[config.mk]
export PLATFORM = sky130hd
export DESIGN_NAME = bp_fpga_host_io_tester
export DESIGN_NICKNAME = d
export VERILOG_FILES = /design/src/rtl/bp_fpga_host_io_tester.sv
export SDC_FILE = /design/constraint.sdc
export NUM_CORES = 1
export LEC_CHECK = 0
export CAP_MARGIN = 20
export CORE_AREA = 5 5 200 202
export DETAILED_ROUTE_END_ITERATION = 7
export DIE_AREA = 0 0 205 207
export PLACE_DENSITY_LB_ADDON = 0.25
export SETUP_SLACK_MARGIN = 0.5
export SYNTH_ARGS = -nofsm -noshare
export SYNTH_HDL_FRONTEND = slang
export SYNTH_SLANG_ARGS = --single-unit
[constraint.sdc]
create_clock -name clk_i -period 6.9 [get_ports clk_i]
set_input_delay 1.38 -clock clk_i [delete_from_list [all_inputs] [get_ports clk_i]]
set_output_delay 1.38 -clock clk_i [all_outputs]
set_load 0.01 [all_outputs]
[src/rtl/bp_fpga_host_io_tester.sv]
// bp_fpga_host_io_tester
// ----------------------
// Board bring-up traffic generator and loopback for bp_fpga_host, used
// without a BlackParrot core attached.
//
// Generator: a debounced button press fires a burst of putchar uncached
// writes into the host. The number of outstanding writes is bounded, and
// every write carries the next value of an incrementing byte.
//
// Loopback: IO commands issued by the host come back as responses through
// a small FIFO.
//
// Ports
//   clk_i, reset_n_i          clock, asynchronous active-low reset
//   send_i                    raw button level (asynchronous to clk_i)
//   io_cmd_o/_v_o/_ready_and_i    generated write commands to the host
//   io_resp_i/_v_i/_yumi_o        write acknowledgements from the host
//   lb_cmd_i/_v_i/_yumi_o         host-issued commands to loop back
//   lb_resp_o/_v_o/_ready_and_i   looped-back responses to the host
//   busy_o, done_o, error_o, resp_count_o   status for LEDs and the ILA
//
// Optional build macro BP_FPGA_HOST_IO_TESTER_CHECK_EN:
//   When defined, every acknowledgement header is checked against the
//   write that was issued. A mismatch sets error_o.
//   When undefined, the acknowledgement payload is ignored.
//
// The bedrock IO message layout below is a local copy for the default
// configuration (40-bit physical address, 64-bit data).

package bp_fpga_host_io_tester_pkg;

  localparam int paddr_width_gp   = 40;
  localparam int io_data_width_gp = 64;

  typedef enum logic [0:0] {e_bp_default_cfg = 1'b0} bp_params_e;

  function automatic int bp_paddr_width(input bp_params_e cfg);
    case (cfg)
      e_bp_default_cfg: return paddr_width_gp;
      default:          return paddr_width_gp;
    endcase
  endfunction

  typedef enum logic [3:0] {
    e_bedrock_mem_rd    = 4'd0,
    e_bedrock_mem_wr    = 4'd1,
    e_bedrock_mem_uc_rd = 4'd2,
    e_bedrock_mem_uc_wr = 4'd3,
    e_bedrock_mem_amo   = 4'd4
  } bp_bedrock_mem_type_e;

  typedef enum logic [3:0] {
    e_bedrock_store   = 4'd0,
    e_bedrock_amoswap = 4'd1,
    e_bedrock_amoadd  = 4'd2
  } bp_bedrock_wr_subop_e;

  typedef enum logic [2:0] {
    e_bedrock_msg_size_1 = 3'd0,
    e_bedrock_msg_size_2 = 3'd1,
    e_bedrock_msg_size_4 = 3'd2,
    e_bedrock_msg_size_8 = 3'd3
  } bp_bedrock_msg_size_e;

  typedef struct packed {
    logic [7:0]                payload;
    bp_bedrock_msg_size_e      size;
    logic [paddr_width_gp-1:0] addr;
    bp_bedrock_wr_subop_e      subop;
    bp_bedrock_mem_type_e      msg_type;
  } bp_bedrock_io_mem_header_s;

  typedef struct packed {
    logic [io_data_width_gp-1:0] data;
    bp_bedrock_io_mem_header_s   header;
  } bp_bedrock_io_mem_msg_s;

  localparam int io_msg_width_gp = $bits(bp_bedrock_io_mem_msg_s);

endpackage

module bp_fpga_host_io_tester
  import bp_fpga_host_io_tester_pkg::*;
  #(parameter bp_params_e bp_params_p = e_bp_default_cfg
   ,localparam int paddr_width_p = bp_paddr_width(bp_params_p)
   ,parameter logic [paddr_width_p-1:0] putchar_addr_p = paddr_width_p'(64'h0010_1000)
   ,parameter int burst_len_p       = 16
   ,parameter int max_outstanding_p = 4
   ,parameter int debounce_cycles_p = 1000000
   ,parameter int loopback_els_p    = 2
   ,parameter logic [7:0] init_byte_p = 8'h00
   )
  (input  logic                       clk_i
  ,input  logic                       reset_n_i
  ,input  logic                       send_i
  ,output logic [io_msg_width_gp-1:0] io_cmd_o
  ,output logic                       io_cmd_v_o
  ,input  logic                       io_cmd_ready_and_i
  ,input  logic [io_msg_width_gp-1:0] io_resp_i
  ,input  logic                       io_resp_v_i
  ,output logic                       io_resp_yumi_o
  ,input  logic [io_msg_width_gp-1:0] lb_cmd_i
  ,input  logic                       lb_cmd_v_i
  ,output logic                       lb_cmd_yumi_o
  ,output logic [io_msg_width_gp-1:0] lb_resp_o
  ,output logic                       lb_resp_v_o
  ,input  logic                       lb_resp_ready_and_i
  ,output logic                       busy_o
  ,output logic                       done_o
  ,output logic                       error_o
  ,output logic [15:0]                resp_count_o
  );

  localparam int db_width_lp  = (debounce_cycles_p > 1) ? $clog2(debounce_cycles_p) : 1;
  localparam logic [db_width_lp-1:0] db_max_lp = db_width_lp'(debounce_cycles_p - 1);
  localparam int cred_width_lp = $clog2(max_outstanding_p + 1);
  localparam int lb_ptr_w_lp   = (loopback_els_p > 1) ? $clog2(loopback_els_p) : 1;
  localparam int lb_cnt_w_lp   = $clog2(loopback_els_p + 1);

  typedef enum logic [1:0] {e_idle, e_send, e_drain} state_e;

  // Button synchroniser and debouncer. The counter restarts on every change
  // of the synchronised level. A level is accepted only after it has been
  // stable long enough. The start pulse is the rising edge of the accepted
  // level.
  logic                   send_sync1_r, send_sync2_r, send_last_r;
  logic                   send_stable_r, send_stable_last_r;
  logic [db_width_lp-1:0] db_cnt_r;
  logic                   start;

  always_ff @(posedge clk_i or negedge reset_n_i) begin
    if (!reset_n_i) begin
      send_sync1_r       <= 1'b0;
      send_sync2_r       <= 1'b0;
      send_last_r        <= 1'b0;
      send_stable_r      <= 1'b0;
      send_stable_last_r <= 1'b0;
      db_cnt_r           <= '0;
    end else begin
      send_sync1_r       <= send_i;
      send_sync2_r       <= send_sync1_r;
      send_last_r        <= send_sync2_r;
      send_stable_last_r <= send_stable_r;
      if (send_sync2_r != send_last_r) begin
        db_cnt_r <= '0;
      end else begin
        if (db_cnt_r != db_max_lp) begin
          db_cnt_r <= db_cnt_r + 1'b1;
        end
        if (db_cnt_r == db_max_lp) begin
          send_stable_r <= send_sync2_r;
        end
      end
    end
  end

  assign start = send_stable_r & ~send_stable_last_r;

  // Generator state
  state_e                   state_r, state_n;
  logic [7:0]               byte_r;
  logic [15:0]              sent_cnt_r;
  logic [cred_width_lp-1:0] credits_r, credits_n;
  logic [15:0]              resp_count_r;
  logic                     error_r;
  logic                     cmd_fire, ack, ack_bad, clear_sent, done;

  assign io_cmd_v_o     = (state_r == e_send) && (credits_r < cred_width_lp'(max_outstanding_p));
  assign cmd_fire       = io_cmd_v_o & io_cmd_ready_and_i;
  assign ack            = io_resp_v_i;
  assign io_resp_yumi_o = io_resp_v_i;

  always_ff @(posedge clk_i or negedge reset_n_i) begin
    if (!reset_n_i) begin
      state_r <= e_idle;
    end else begin
      state_r <= state_n;
    end
  end

  // Next state and burst bookkeeping strobes. Start pulses are ignored
  // outside e_idle.
  always_comb begin
    state_n    = state_r;
    clear_sent = 1'b0;
    done       = 1'b0;
    case (state_r)
      e_idle: begin
        if (start) begin
          state_n    = e_send;
          clear_sent = 1'b1;
        end
      end
      e_send: begin
        if (cmd_fire && (sent_cnt_r == 16'(burst_len_p - 1))) begin
          state_n = e_drain;
        end
      end
      e_drain: begin
        if (credits_r == '0) begin
          done    = 1'b1;
          state_n = e_idle;
        end
      end
      default: state_n = e_idle;
    endcase
  end

  // Credit update. An ack with no credits is a protocol error. Such an ack
  // is dropped, so an issue in the same cycle still takes its credit. The
  // zero test looks at the credit count from before this cycle's issue.
  always_comb begin
    credits_n = credits_r;
    if (cmd_fire && (!ack || (credits_r == '0))) begin
      credits_n = credits_r + 1'b1;
    end else if (!cmd_fire && ack && (credits_r != '0)) begin
      credits_n = credits_r - 1'b1;
    end
  end

`ifdef BP_FPGA_HOST_IO_TESTER_CHECK_EN
  // Fields not checked (size, payload) are copied from the received header,
  // so only msg_type, addr and subop can trigger a mismatch.
  bp_bedrock_io_mem_header_s resp_hdr, resp_hdr_exp;
  always_comb begin
    resp_hdr              = io_resp_i[$bits(bp_bedrock_io_mem_header_s)-1:0];
    resp_hdr_exp          = resp_hdr;
    resp_hdr_exp.msg_type = e_bedrock_mem_uc_wr;
    resp_hdr_exp.addr     = putchar_addr_p;
    resp_hdr_exp.subop    = e_bedrock_store;
  end
  assign ack_bad = ack && (resp_hdr != resp_hdr_exp);
`else
  assign ack_bad = 1'b0;
`endif

  logic unused_resp;
  assign unused_resp = ^io_resp_i;

  always_ff @(posedge clk_i or negedge reset_n_i) begin
    if (!reset_n_i) begin
      byte_r       <= init_byte_p;
      sent_cnt_r   <= '0;
      credits_r    <= '0;
      resp_count_r <= '0;
      error_r      <= 1'b0;
    end else begin
      credits_r <= credits_n;
      if (cmd_fire) begin
        byte_r <= byte_r + 8'd1;
      end
      if (clear_sent) begin
        sent_cnt_r <= '0;
      end else if (cmd_fire) begin
        sent_cnt_r <= sent_cnt_r + 16'd1;
      end
      if (ack) begin
        resp_count_r <= resp_count_r + 16'd1;
      end
      if ((ack && (credits_r == '0)) || ack_bad) begin
        error_r <= 1'b1;
      end
    end
  end

  // The command is built entirely from registers, so it holds steady while
  // it waits for the host.
  bp_bedrock_io_mem_msg_s cmd_msg;
  always_comb begin
    cmd_msg                 = '0;
    cmd_msg.header.msg_type = e_bedrock_mem_uc_wr;
    cmd_msg.header.subop    = e_bedrock_store;
    cmd_msg.header.size     = e_bedrock_msg_size_1;
    cmd_msg.header.addr     = putchar_addr_p;
    cmd_msg.data[7:0]       = byte_r;
  end

  assign io_cmd_o     = io_cmd_v_o ? cmd_msg : '0;
  assign busy_o       = (state_r != e_idle);
  assign done_o       = done;
  assign error_o      = error_r;
  assign resp_count_o = resp_count_r;

  // Loopback FIFO. A single circular buffer serves every depth. With two
  // entries it behaves like a two-element ping-pong buffer: ready means not
  // full, and there is no same-cycle enqueue when full. Read responses carry
  // zero data. Everything else passes through unchanged.
  bp_bedrock_io_mem_msg_s   lb_mem [loopback_els_p];
  bp_bedrock_io_mem_msg_s   lb_entry;
  logic [lb_ptr_w_lp-1:0]   lb_wptr_r, lb_rptr_r;
  logic [lb_cnt_w_lp-1:0]   lb_count_r;
  logic                     lb_full, lb_valid, lb_enq, lb_deq;

  assign lb_full       = (lb_count_r == lb_cnt_w_lp'(loopback_els_p));
  assign lb_valid      = (lb_count_r != '0);
  assign lb_enq        = lb_cmd_v_i & ~lb_full;
  assign lb_deq        = lb_valid & lb_resp_ready_and_i;
  assign lb_cmd_yumi_o = lb_enq;
  assign lb_resp_v_o   = lb_valid;
  assign lb_resp_o     = lb_valid ? lb_mem[lb_rptr_r] : '0;

  always_comb begin
    lb_entry = lb_cmd_i;
    if ((lb_entry.header.msg_type == e_bedrock_mem_rd)
        || (lb_entry.header.msg_type == e_bedrock_mem_uc_rd)) begin
      lb_entry.data = '0;
    end
  end

  always_ff @(posedge clk_i) begin
    if (lb_enq) begin
      lb_mem[lb_wptr_r] <= lb_entry;
    end
  end

  always_ff @(posedge clk_i or negedge reset_n_i) begin
    if (!reset_n_i) begin
      lb_wptr_r  <= '0;
      lb_rptr_r  <= '0;
      lb_count_r <= '0;
    end else begin
      if (lb_enq) begin
        lb_wptr_r <= (lb_wptr_r == lb_ptr_w_lp'(loopback_els_p - 1)) ? '0 : lb_wptr_r + 1'b1;
      end
      if (lb_deq) begin
        lb_rptr_r <= (lb_rptr_r == lb_ptr_w_lp'(loopback_els_p - 1)) ? '0 : lb_rptr_r + 1'b1;
      end
      if (lb_enq && !lb_deq) begin
        lb_count_r <= lb_count_r + 1'b1;
      end else if (!lb_enq && lb_deq) begin
        lb_count_r <= lb_count_r - 1'b1;
      end
    end
  end

endmodule

== Word-level counts from Yosys, hierarchy flattened ==
Memory sizes are Yosys's and may differ from the RTL's.
Cells that the tools add are included.
Word-level totals
  bits of input ports: 253
  bits in registers: 75
  RAM bits: 246
  word-level logic and storage cells: 94
  memories kept: 1
  output and inout port bits: 269
Memories
  lb_mem: depth 2, width 123, read ports 1, clocked after Yosys merged registers in 0, wr ports 1, RTL line 288  | bp_bedrock_io_mem_msg_s lb_mem [loopback_els_p];
Cells by class
  bitwise logic cells: 7
  mux-type cells: 23
  equal/unequal tests: 11
  add/subtract/negate cells: 10
  magnitude comparators: 1
  reduce and logical (&&, ||, !) cells: 26
Operators by type and width (number)
  2-to-1 mux 123 bit: 1
  2-to-1 mux 67 bit: 1
  2-to-1 mux 64 bit: 1
  2-to-1 mux 20 bit: 2
  adder 16 x 1 -> 16 bit (second input constant): 2
  2-to-1 mux 16 bit: 2
  adder 20 x 1 -> 20 bit (second input constant): 1
  equality test 20 bit (second input constant): 1
  != test 20 bit (second input constant): 1
  equality test 16 x 4 -> 1 bit (second input constant): 1
  nonzero test 2 bit: 6
  2-to-1 mux 2 bit: 5
  adder 8 x 1 -> 8 bit (second input constant): 1
  logical AND 1 bit: 8
  2-to-1 mux 1 bit: 8
  2-to-1 mux 3 bit: 2
  case mux 2 bit (3 select lines): 1
  bitwise AND 1 bit: 4
  equality test 2 bit (second input constant): 2
  equality test 4 x 2 -> 1 bit (second input constant): 1
  logical NOT 1 bit: 4
  logical NOT 4 bit: 1
  != test 2 bit (second input constant): 2
  adder 3 x 1 -> 3 bit (second input constant): 1
  15 further kinds: 19

== Logic depth before layout (Yosys ltp) ==
Gate-level depths: netlist of the first run.
  depth after elaboration: 8
  mapped depth: 9
  gate-level depth less buffers: 7

== Worst setup path after synthesis of the first run ==
Ideal clock, no wire load.
  kind: input to register
  from: input lb_cmd_v_i
  to: memory lb_mem[0][0] (netlist bit) (enable)
  data arrival time: 6657 ps
  stages on the path: 2
  required time: 6293 ps
  path slack: -364 ps
  setup time: 607 ps
  cells stage by stage: o21ai_0 > nor2_1
Between the ends
  longest elaborated chain between the ends: 3
Ends and longest elaborated chain
  from (decl): RTL line 103  | ,input logic lb_cmd_v_i
  bitwise AND 1 bit: RTL line 296  | assign lb_enq = lb_cmd_v_i & ~lb_full;
  2-to-1 mux 1 bit: RTL line 311  | if (lb_enq) begin
  2-to-1 mux 1 bit (not written as such): RTL line 312  | lb_mem[lb_wptr_r] <= lb_entry;
  to (decl): RTL line 288
Every way passes these cells.

== Worst setup path after layout of the first run ==
  from: register lb_rptr_r
  to: output lb_resp_o[101]
Between the ends
  longest elaborated chain between the ends: 2
Ends and longest elaborated chain
  from (decl): RTL line 290  | logic [lb_ptr_w_lp-1:0] lb_wptr_r, lb_rptr_r;
  from (signal assigned): RTL line 326  | lb_rptr_r <= (lb_rptr_r == lb_ptr_w_lp'(loopback_els_p - 1)) ? '0 : lb_rptr_r + 1'b1;
  memory read (2 x 123 bit)
  2-to-1 mux 123 bit: RTL line 300  | assign lb_resp_o = lb_valid ? lb_mem[lb_rptr_r] : '0;
  to (decl): RTL line 105  | ,output logic [io_msg_width_gp-1:0] lb_resp_o
Every way passes these cells.

==> flow_metrics.py, run 1 <==
metrics = {
    "die": {
        "coreArea_sq_mm": 0.0381,
        "dieArea_sq_mm": 0.0424,
        "initial_core_util": 0.370,
        "num_rows": 72,
        "die_h_microns": 207,
        "die_x_microns": 205,
        "ios": 522,
    },
    "detailed_routing": {
        "via_per_inst": 4.57,
        "wl_mm": 31.8,
        "wl_per_cell_microns": 16.7,
        "drt-initial-drc-count": 389,
        "drc_errors": 0,
        "vias": 8664,
        "ant_nets": 0,
        "drtPass1Iterations": 4,
    },
    "grt": {
        "antenna_found_initial": 3,
        "grt_overflow_total": 0,
        "grt_max_degree": 94,
        "grt_pass1_wl_mm": 48.5,
        "grt_pass1_vias": 8605,
        "grt_use_total": 0.144,
    },
    "yosys": {
        "synth_xor_area_frac": 0.0285,
        "syn_inst": 1066,
        "ys_seq_area_frac": 0.656,
        "ys_types": 46,
        "synth.area.mux_share": 0.0895,
        "ys_ff_latch": 321,
        "ys_async_sr_fraction": 0.234,
        "synth_compound_area_frac": 0.0202,
        "synth_top_family_by_area": "simple AND/OR/NAND/NOR gates",
        "synth_ff_type": "edfxtp_1",
        "synth.avg_cell_area_sq_um": 13.2,
        "synth_edf_count": 246,
        "synth-simple-area-share": 0.123,
        "synth.yosys.warnings": 0,
        "synthAdderAreaFrac": 0.00585,
        "netlist_area_sq_mm": 0.0141,
    },
    "timing": {
        "layout_min_cycle_time_ns": 4.38,
        "max_freq_mhz": 228,
        "slew_viol_final": 0,
        "setup_viol": 0,
        "fin_tns_setup_ns": 0,
        "rsz0062_at_grt": "false",
        "timing_hold_violations_final": 0,
        "fin_crit_sh": 0.635,
        "clock-skew-final_ns": 0.0124,
        "worst_hold_slack_ns": 0.352,
        "worstMarginPinSlew_ns": 0.952,
        "relSlewSlack": 0.365,
    },
    "placement": {
        "io_buffers": 287,
        "place.gp.congestion": 0.772,
        "place_hpwl_mm": 20.9,
        "place_area_sq_mm": 0.0171,
    },
    "finish": {
        "final_cell_mix": "clkdlybuf4s50_1, edfxtp_1, nor2_1",
        "drive_gt1_frac": 0.0537,
        "areaGrowthSynthToFinish_pct": 29.0,
        "multi_input_area_sq_mm": 0.00421,
        "layout_commonest_cell": "clkdlybuf4s50_1",
        "area.sequential_sq_mm": 0.00927,
        "fill_cells": 3420,
        "nNetsFinal": 1614,
        "post-route-cell-area_sq_mm": 0.0182,
    },
    "clock_tree": {
        "cts.htree.levels": 2,
        "worst_skew_pair.late_latency_ns": 0.53,
        "cts_buffers": 36,
        "cts_sinks": 321,
        "cts_setup_buffers": 0,
        "cts_root_buf": "clkbuf_16",
        "cts_tree": "done",
        "clk_pin_slew_ns": 0.06,
        "ctsHoldBuffers": 0,
        "clock_path_buffers": 3,
        "cts_resized": 0,
    },
    "power": {
        "power_frac_seq": 0.390,
        "p_int_uw": 4770,
        "ir_drop_mv": 0.270,
        "pwr-share-clk": 0.247,
        "switching_share": 0.315,
        "combPwrFrac": 0.363,
        "leakage_uw": 0.00707,
        "total_power_uw": 6970,
        "p_per_area_mw_per_mm2": 383,
        "p_sw_uw": 2200,
    },
    "outcome": {
        "run_status": "finished clean",
    },
    "min_path": {
        "hp-class": "reg2reg",
    },
    "worst_setup_path": {
        "required_ns": 5.52,
        "setup.worst_path.start_class": "flop",
        "worst_ep_arrival_time_ns": 3.00,
        "critPathKind": "reg2out",
        "cp-end-kind": "output pin",
        "cp_max_fo": 87,
    },
    "run": {
        "maxCapViolCount": 0,
    },
}
## Yosys cell counts (all sizes together), types with 2 or more instances
library cell / number / area (sq um)
edfxtp: 246 / 7390
nor2: 153 / 574
buf: 129 / 936
mux2i: 125 / 1250
dfrtp: 75 / 1880
nor2b: 64 / 400
nand2: 34 / 128
xnor2: 31 / 272
clkbuf: 29 / 109
nand3: 21 / 105
o21ai: 18 / 90.1
nand4: 17 / 106
nor4: 15 / 93.8
xor2: 15 / 131
a21oi: 14 / 70.1
and2: 12 / 75.1
inv: 7 / 26.3
or3: 7 / 43.8
a31oi: 6 / 37.5
nand2b: 6 / 37.5
and4: 5 / 43.8
ha: 5 / 62.6
nor3: 4 / 20.0
and3: 3 / 18.8
a211oi: 2 / 15.0
a31o: 2 / 17.5
nor3b: 2 / 15.0
nor4b: 2 / 17.5
o211ai: 2 / 15.0
or2: 2 / 12.5
or4: 2 / 18.8
## metal layers
metal,track usage,wire [microns],vias up
li1,-,-,4140
met1,0.167,12400,4194
met2,0.255,16100,277
met3,0.0391,2510,49
met4,0.0515,768,4
met5,0,20,-
## critical path: stages (launching register included)
cell	delay (ns)
dfrtp_4	0.88
buf_12	0.51
mux2i_1	0.18
nor2_1	0.17
clkdlybuf4s50_1	0.57
## layout make-up
cell class | instances | area share
Clock buffer | 43 | 0.0533
Clock inverter | 18 | 0.00522
Sequential cell | 321 | 0.509
Antenna cell | 1 | 0.000137
Inverter | 7 | 0.00144
Timing Repair Buffer | 299 | 0.164
Multi-Input combinational cell | 690 | 0.231
Tap cell | 518 | 0.0356
## kinds of logic (layout without fill, tap and decap cells)
group | after synthesis | after routing
other | 1 | 112
AOI/OAI and AO/OA | 49 | 49
DFF | 321 | 321
and+or+nand+nor | 352 | 352
xor gates and xnor gates | 46 | 46
adders and majority gates | 6 | 6
muxes | 126 | 126
buffers and inverters | 165 | 367
## registers in the layout, summed over array words and instances (netlist names), 2 cells and up
name,count
byte_r,8
credits_r,3
db_cnt_r,20
lb_count_r,2
lb_mem,246
resp_count_o,16
sent_cnt_r,16
state_r,2
## through the flow
step                      utilization  instances  setup WS, ns
final                           0.478       1897          2.52
after global routing            0.478       1897          2.33
after CTS                       0.478       1896          2.44
after detailed placement        0.450       1835          2.68
after global placement          0.450       1835          2.69
after floorplan                     -       1176          1.70
## power by group through the flow
stage / clock network, uW / registers [uW] / logic [uW]
after floorplan: 0 / 2710 / 1330
after global routing: 1870 / 2760 / 2750
after detailed placement: 0 / 2760 / 2590
final: 1720 / 2720 / 2530
after global placement: 0 / 2750 / 2590
after CTS: 1800 / 2720 / 2600
## final timing paths
path / startpoint / endpoint / slack, ns / cells after the start
min in group asynchronous: reset_n_i / send_sync1_r / 1.08 / 2
min: send_sync1_r / send_sync2_r / 0.35 / 0
max: lb_rptr_r / lb_resp_o[101] / 2.52 / 4
min reg2reg: send_sync1_r / send_sync2_r / 0.35 / 0
max in group asynchronous: reset_n_i / lb_rptr_r / 5.08 / 2
max reg2reg: lb_count_r[1] / lb_mem[1][17] / 4.20 / 5
Note: power is estimated with default switching activity, not from simulation.
==> inputs of run 2 (changes only) <==
- clock period: 6.9 -> 4.2 ns (I/O delays scaled with it)
==> run 2 against run 1 <==
Net effect: worst hold slack improved by 0.015 ns; die area did not move; clock power rose by 79%; utilization rose by 0.64 points; first-iteration DRC count rose by 26%; largest power group unchanged; setup slack got worse by 1.6 ns; highest routed layer is now met4; clock skew rose by 0.0040 ns; critical path type unchanged.
==> flow_metrics.py, run 2 (synthesis results as in run 1) <==
metrics = {
    "outcome": {
        "run_status": "finished clean",
    },
    "timing": {
        "relSlewSlack": 0.494,
        "layout_setup_ws_ns": 0.910,
        "worstMarginPinSlew_ns": 0.752,
        "fin_tns_setup_ns": 0,
        "clock-skew-final_ns": 0.0164,
        "layout_min_cycle_time_ns": 3.29,
        "fin_crit_sh": 0.783,
        "setup_viol": 0,
        "timing_hold_violations_final": 0,
        "slew_viol_final": 0,
        "worst_hold_slack_ns": 0.367,
        "max_freq_mhz": 304,
        "rsz0062_at_grt": "false",
    },
    "worst_setup_path": {
        "critPathKind": "reg2out",
        "crit_start": "lb_rptr_r",
        "required_ns": 3.36,
        "cp_max_fo": 33,
        "r2r-start": "lb_count_r[1]",
        "worst_ep_arrival_time_ns": 2.45,
        "regToRegSetupSlack_ns": 2.02,
        "setup.worst_path.start_class": "flop",
        "cp-end-kind": "output pin",
    },
    "clock_tree": {
        "cts.htree.levels": 2,
        "clk_pin_slew_ns": 0.06,
        "cts_resized": 0,
        "cts_buffers": 36,
        "worst_skew_pair.late_latency_ns": 0.52,
        "cts_tree": "done",
        "cts_sinks": 321,
        "cts_setup_buffers": 0,
        "clock_path_buffers": 3,
        "ctsHoldBuffers": 0,
        "cts_root_buf": "clkbuf_16",
    },
    "finish": {
        "fill_cells": 3412,
        "areaGrowthSynthToFinish_pct": 30.7,
        "nNetsFinal": 1623,
        "post-route-cell-area_sq_mm": 0.0184,
        "reg_top3": "lb_mem x246, db_cnt_r x20",
        "layout_commonest_cell": "clkdlybuf4s50_1",
        "largest_reg_flops": 246,
        "final_cell_mix": "clkdlybuf4s50_1, edfxtp_1, nor2_1",
        "drive_gt1_frac": 0.0605,
        "largest-register": "lb_mem",
    },
    "die": {
        "die_x_microns": 205,
        "dieArea_sq_mm": 0.0424,
        "coreArea_sq_mm": 0.0381,
        "die_h_microns": 207,
        "ios": 522,
        "initial_core_util": 0.370,
        "num_rows": 72,
    },
    "power": {
        "ir_drop_mv": 0.339,
        "leakage_uw": 0.00718,
        "p_per_area_mw_per_mm2": 640,
        "total_power_uw": 11800,
    },
    "grt": {
        "grt_pass1_vias": 8730,
        "met3_usage": 0.0391,
        "grt_max_degree": 98,
        "antenna_found_initial": 2,
        "gr-max-usage-layer": "met2",
        "grt_overflow_total": 0,
        "grt_pass1_wl_mm": 49.2,
        "grt_use_total": 0.144,
        "grt_use_met2": 0.249,
        "gr-usage-met1": 0.178,
    },
    "detailed_routing": {
        "wl_per_cell_microns": 16.8,
        "via_per_inst": 4.55,
        "vias": 8689,
        "drtPass1Iterations": 5,
        "drt-initial-drc-count": 490,
        "wl_mm": 32.1,
        "ant_nets": 0,
        "drc_errors": 0,
    },
    "run": {
        "maxCapViolCount": 0,
    },
    "placement": {
        "place_hpwl_mm": 21.4,
        "place.gp.congestion": 0.773,
        "place_area_sq_mm": 0.0173,
        "post-place-ws_ns": 1.07,
        "io_buffers": 287,
    },
    "min_path": {
        "hp-class": "in2async",
    },
}
==> run 2: path summary, 6_finish.rpt <==
check,cells past startpoint,endpoint
max in group asynchronous,3,lb_rptr_r
hold / removal,1,sent_cnt_r[12]
setup reg to reg,5,lb_mem[1][89]
min in group clk_i,0,send_sync2_r
hold reg to reg,0,send_sync2_r
setup / recovery,4,lb_resp_o[101]
==> run 2: layout make-up <==
class,count,area [sq um],area share
tap,518,648,0.0351
antenna,3,7.51,0.000407
clock inverter,14,186,0.0101
timing repair buffer,308,3130,0.170
clock buffer,48,966,0.0524
sequential,321,9270,0.502
multi-input combinational,690,4210,0.228
inverter,7,26.3,0.00142
==> run 2: layer usage <==
metal  share of wire  vias up  wire [microns]
li1                -     4152               -
met1            0.40     4214           12900
met3           0.079       37            2530
met4           0.018        0             563
met5               0        -               0
met2            0.50      286           16100
==> run 2: power by group <==
group | leakage (uW) | internal (uW) | switching (uW)
sequential | 0.00328 | 4160 | 276
combinational | 0.00333 | 2120 | 2180
clock | 0.000565 | 1860 | 1210
==> run 2: through the flow <==
stage | utilization | cells
global route | 0.484 | 1908
finish | 0.484 | 1909
global placement | 0.453 | 1843
detailed placement | 0.454 | 1844
floorplan | - | 1176
CTS | 0.484 | 1906
==> run 2: worst max-delay path, stage by stage (launching register included) <==
cell and delay [ns]:
dfrtp_4 0.73, buf_12 0.32, mux2i_1 0.12, nor2_1 0.16, clkdlybuf4s50_1 0.57
==> inputs of run 3 (changes only) <==
- clock period: 4.2 -> 3.4 ns (I/O delays scaled with it)
==> run 3 against run 2 <==
Net effect: cell count is 0.63% higher; register-to-register slack worse by 0.65 ns; count of clock-buffer cells in the layout is 2 higher; utilization is 0.73 points higher; via count is 1.2% higher; setup slack worse by 0.32 ns; highest routed layer is now met5.
==> flow_metrics.py, run 3 (synthesis results as in run 1) <==
metrics = {
    "outcome": {
        "run_status": "finished clean",
    },
    "placement": {
        "place.gp.congestion": 0.790,
        "io_buffers": 287,
        "place_hpwl_mm": 22.0,
        "dp_cells": 1841,
    },
    "worst_setup_path": {
        "regToRegSetupSlack_ns": 1.37,
        "critical-path-slowest-cell": "dfrtp_4",
        "path_cells": "buf_16, mux2i_2, nor2_1, clkdlybuf4s50_1",
        "critPathKind": "reg2out",
        "setup.worst_path.start_class": "flop",
        "cp-end-kind": "output pin",
        "path_buf_inv": 2,
        "cp_top_family": "buffers and inverters",
        "worst_ep_arrival_time_ns": 2.13,
        "worst_path_largest_cell_delay_ns": 0.57,
        "required_ns": 2.72,
        "cp_max_fo": 17,
    },
    "timing": {
        "timing_hold_violations_final": 0,
        "worstMarginPinSlew_ns": 0.916,
        "setup_viol": 0,
        "fin_crit_sh": 0.828,
        "layout_min_cycle_time_ns": 2.81,
        "fin_tns_setup_ns": 0,
        "max_freq_mhz": 355,
        "slew_viol_final": 0,
        "rsz0062_at_grt": "true",
        "clock-skew-final_ns": 0.00926,
        "relSlewSlack": 0.389,
    },
    "die": {
        "coreArea_sq_mm": 0.0381,
        "dieArea_sq_mm": 0.0424,
        "initial_core_util": 0.370,
        "num_rows": 72,
        "die_x_microns": 205,
        "die_h_microns": 207,
        "ios": 522,
    },
    "grt": {
        "grt_overflow_total": 0,
        "antenna_found_initial": 5,
        "grt_pass1_vias": 8829,
        "grt_use_total": 0.150,
        "grt_pass1_wl_mm": 50.3,
        "grt_max_degree": 86,
    },
    "run": {
        "maxCapViolCount": 0,
    },
    "finish": {
        "area.sequential_sq_mm": 0.00927,
        "nNetsFinal": 1633,
        "drive_gt1_frac": 0.0714,
        "largest_reg_flops": 246,
        "fill_cells": 3356,
        "layout_commonest_cell": "edfxtp_1",
        "finalNonFillerCells": 1921,
        "areaGrowthSynthToFinish_pct": 32.7,
        "multi_input_area_sq_mm": 0.00426,
        "reg_top3": "lb_mem x246, db_cnt_r x20",
        "largest-register": "lb_mem",
        "final_cell_mix": "edfxtp_1, clkdlybuf4s50_1, nor2_1",
    },
    "clock_tree": {
        "clk_pin_slew_ns": 0.06,
        "worst_skew_pair.late_latency_ns": 0.54,
        "clock_path_buffers": 3,
        "cts_root_buf": "clkbuf_16",
        "cts_sinks": 321,
        "cts_tree": "done",
        "cts.htree.levels": 2,
        "cts_buffers": 37,
    },
    "detailed_routing": {
        "wl_per_cell_microns": 17.8,
        "drc_errors": 0,
        "via_per_inst": 4.58,
        "wl_mm": 34.3,
        "ant_nets": 0,
        "vias": 8792,
        "drtPass1Iterations": 8,
        "drt-initial-drc-count": 351,
    },
    "power": {
        "ir_drop_mv": 0.450,
        "leakage_uw": 0.00783,
        "p_per_area_mw_per_mm2": 784,
    },
    "min_path": {
        "hp-class": "in2async",
    },
}
[run 3: changes by cell type in the layout (fill, tap and decap cells not counted), sizes merged]
cell,change
clkdlybuf4s50,-93
dlygate4sd2,+54
dlymetal6s2s,+38
bufinv,-1
clkinv,+1
inv,+1
clkbuf,+7
buf,+5
[run 3: where the power goes]
group	switching, uW	leakage (uW)	internal, uW
combinational	2920	0.00400	2560
clock	1530	0.000553	2240
sequential	294	0.00328	5140
[run 3: stage by stage]
step | util | power (uW) | setup WS, ns | hold slack, ns | area (sq um)
2_1_floorplan | - | 8170 | 0.411 | 0.331 | 14500
4_1_cts | 0.486 | 14800 | 0.401 | 0.283 | 18500
3_3_place_gp | 0.453 | 11000 | 0.724 | 0.404 | 17300
6_report | 0.491 | 14700 | 0.586 | 0.283 | 18700
3_5_place_dp | 0.453 | 11000 | 0.733 | 0.402 | 17300
5_1_grt | 0.491 | 15500 | 0.488 | 0.343 | 18700
[run 3: worst paths after layout]
check                             startpoint              to  cells past startpoint
worst max-delay path               lb_rptr_r   lb_resp_o[23]                      4
worst min-delay path               reset_n_i  sent_cnt_r[12]                      1
worst max register to register  credits_r[2]  sent_cnt_r[14]                      4
worst min register to register  send_sync1_r    send_sync2_r                      0
max in group asynchronous          reset_n_i    db_cnt_r[16]                      2
min in group clk_i              send_sync1_r    send_sync2_r                      0
[run 3: worst reg2reg max path: stages, from the launching register on]
cell       delay [ns]
dfrtp_1          0.50
nand4bb_1        0.33
nor4_1           0.71
a21oi_1          0.14
a31o_2           0.24
[run 3: what timing repair did]
item,CTS,global route
resized for setup,72,41
endpoints found under the hold margin,0,0
cloned,2,4
setup buffers,4,2
hold buffers,0,0
setup endpoints to repair,137,76
pin swaps,0,1
[run 3: final cells by class]
cell class | count | share of cell area
flip-flops and latches | 321 | 0.495
clock buffers | 50 | 0.0520
diodes | 3 | 0.000401
well taps | 518 | 0.0346
multi-input cells | 690 | 0.227
inverters | 7 | 0.00140
repair buffers | 317 | 0.181
clock inverters | 15 | 0.00835
[run 3: per-layer routing]
layer | part of all wire | wire [microns] | vias to the layer above | global-route usage
met3 | 0.076 | 2590 | 60 | 0.0447
met1 | 0.39 | 13400 | 4258 | 0.174
met4 | 0.027 | 941 | 4 | 0.0541
met2 | 0.51 | 17300 | 282 | 0.263
met5 | 0.00061 | 21 | - | 0
li1 | - | - | 4188 | -
==> edit, RTL diff (flow settings as in run 2) <==
Make the reset (`reset_n_i`) synchronous in 4 clocked blocks. Comments in the files are not updated.
--- a/src/rtl/bp_fpga_host_io_tester.sv
+++ b/src/rtl/bp_fpga_host_io_tester.sv
@@ -129,5 +129,5 @@
   logic                   start;
 
-  always_ff @(posedge clk_i or negedge reset_n_i) begin
+  always_ff @(posedge clk_i) begin
     if (!reset_n_i) begin
       send_sync1_r       <= 1'b0;
@@ -171,5 +171,5 @@
   assign io_resp_yumi_o = io_resp_v_i;
 
-  always_ff @(posedge clk_i or negedge reset_n_i) begin
+  always_ff @(posedge clk_i) begin
     if (!reset_n_i) begin
       state_r <= e_idle;
@@ -238,5 +238,5 @@
   assign unused_resp = ^io_resp_i;
 
-  always_ff @(posedge clk_i or negedge reset_n_i) begin
+  always_ff @(posedge clk_i) begin
     if (!reset_n_i) begin
       byte_r       <= init_byte_p;
@@ -314,5 +314,5 @@
   end
 
-  always_ff @(posedge clk_i or negedge reset_n_i) begin
+  always_ff @(posedge clk_i) begin
     if (!reset_n_i) begin
       lb_wptr_r  <= '0;
Check against the original RTL: differs if reset_n_i is asserted again (counterexample within 4 cycles, from zero or initial values and one cycle with reset_n_i low); with reset_n_i held inactive, the same outputs for 4 cycles.
==> edit against run 2 <==
- count of clock-buffer cells in the layout shrank 3
- cell area shrank 0.54%
- power down 12%
- sequential cell count up 1
- worst setup slack better by 30 ps
- synthesized area down 0.91%
- sequential power down 8.6%
- clock skew rose by 20 ps
- wire length up 1.2%
- maximum frequency up 0.94%
- largest power group unchanged
==> edit: results (changes against run 2) <==
Post-CTS Hold Buffers - 0 (unchanged)
Hold Path Class - reg -> reg (was in -> async)
Overall routed net length - 32.47 mm (was 32.08 mm)
Top Layer Used - met5 (was met4)
Largest net degree at the start of global routing - 94 (was 98)
Seq/Total Area, Yosys - 63.70% (was 65.64%)
FFs w/ async S/R, synth - 0% (was 23.36%)
RePlAce Congestion - 0.7631 (was 0.7727)
Grt met3 use - 5.224% (was 3.910%)
Slowest stage delay, CP - 620 ps (was 730 ps)
DRT Pass-1 Iters - 4 (was 5)
Synth Instances - 1114 (was 1066)
Grt met1 use - 17.78% (was 17.81%)
Metal2 WL - 15.77 mm (was 16.11 mm)
Least-Margin Pin Slew - 823.9 ps (was 752.0 ps)
Switch Pwr - 3166 uW (was 3668 uW)
CP arrival - 2420 ps (was 2450 ps)
Peak supply drop - 0.3855 mV (was 0.3394 mV)
Unique masters post-synth - 48 (was 46)
CTS H-tree depth - 2 (unchanged)
Placed Cells - 1890 (was 1844)
CP max-delay cell - clkdlybuf4s50_1 (was dfrtp_4)
GRT Total Usage - 14.88% (was 14.44%)
Static Leak - 0.006348 uW (was 0.007176 uW)
Cell area after synthesis - 13980 um2 (was 14110 um2)
WL met3 - 2.872 mm (was 2.532 mm)
CP top delay family - buffers and inverters (unchanged)
CTS Buf Count - 36 (unchanged)
Cell Count, Final, Fillers Out - 1960 (was 1909)
Worst skew pair latency - 560 ps (was 520 ps)
Fill cells - 3443 (was 3412)
DP HPWL - 22.50 mm (was 21.45 mm)
Vias in the first global route - 8979 (was 8730)
Post_cts resized - 0 (unchanged)
Synth top cells by count - 246 x edfxtp_1, 175 x nor2_1, 128 x mux2i_1 (was 246 x edfxtp_1, 153 x nor2_1, 125 x mux2i_1)
Cell Area, Placed - 17210 um2 (was 17290 um2)
Drt initial violations - 240 (was 490)
First-pass GRT wire length - 50.23 mm (was 49.18 mm)
Vias - 8928 (was 8689)
Largest registers - lb_mem: 246 flops, db_cnt_r: 20 flops (unchanged)
DP Worst Slack - 990.4 ps (was 1072 ps)
Initial antenna violation count - 5 (was 2)
Share of layout cells above drive strength 1 - 5.976% (was 6.052%)
Clock skew - 36.70 ps (was 16.35 ps)
Outcome - finished clean (unchanged)
Layout Nets - 1670 (was 1623)
M1 WL - 12.93 mm (was 12.87 mm)
Ranking of synthesized cells by area - edfxtp_1 53%, dfxtp_1 11%, mux2i_1 9.2% (was edfxtp_1 52%, dfrtp_1 13%, mux2i_1 8.9%)
## edit: stage by stage
stage	utilization, %	hold WS (ps)
4_1_cts	48.12	439.3
2_1_floorplan	-	411.9
3_3_place_gp	45.15	419.2
5_1_grt	48.15	458.0
3_5_place_dp	45.15	425.9
6_report	48.15	435.7
## edit: final timing paths
path	from	end	slack, ps	depth (start not counted)
setup / recovery	flip-flop	lb_resp_o[7]	940	4
hold reg to reg	send_sync1_r$_SDFF_PN0_	send_sync2_r$_SDFF_PN0_	440	1
setup reg to reg	lb_count_r[1]$_SDFFE_PN0P_	lb_count_r[1]$_SDFFE_PN0P_	1960	6
hold / removal	send_sync1_r$_SDFF_PN0_	send_sync2_r$_SDFF_PN0_	440	1
## edit: cell families after synthesis
family                     after synthesis  share of synthesized area, %
AOI/OAI and AO/OA                       49                         2.067
DFF                                    322                         63.70
xor gates and xnor gates                42                         2.630
buffers and inverters                  174                         7.802
and+or+nand+nor                        392                         14.02
adders and majority gates                6                        0.5905
muxes                                  128                         9.162
other                                    1                       0.02682
## edit: area by class of cell
| class | count | share of cell area, % |
|---|---|---|
| Clock inverter | 21 | 1.009 |
| Timing Repair Buffer | 312 | 17.36 |
| Multi-Input combinational cell | 728 | 24.12 |
| Inverter | 11 | 0.2250 |
| Antenna cell | 3 | 0.04091 |
| Sequential cell | 322 | 48.57 |
| Tap cell | 518 | 3.532 |
| Clock buffer | 45 | 5.148 |
## edit: power groups by stage
stage	logic, uW	registers [uW]	clock network (uW)
4_1_cts	3440	4070	3120
6_report	3360	4060	3010
3_5_place_dp	3420	4140	0
5_1_grt	3650	4110	3230
2_1_floorplan	1710	4110	0
3_3_place_gp	3430	4120	0
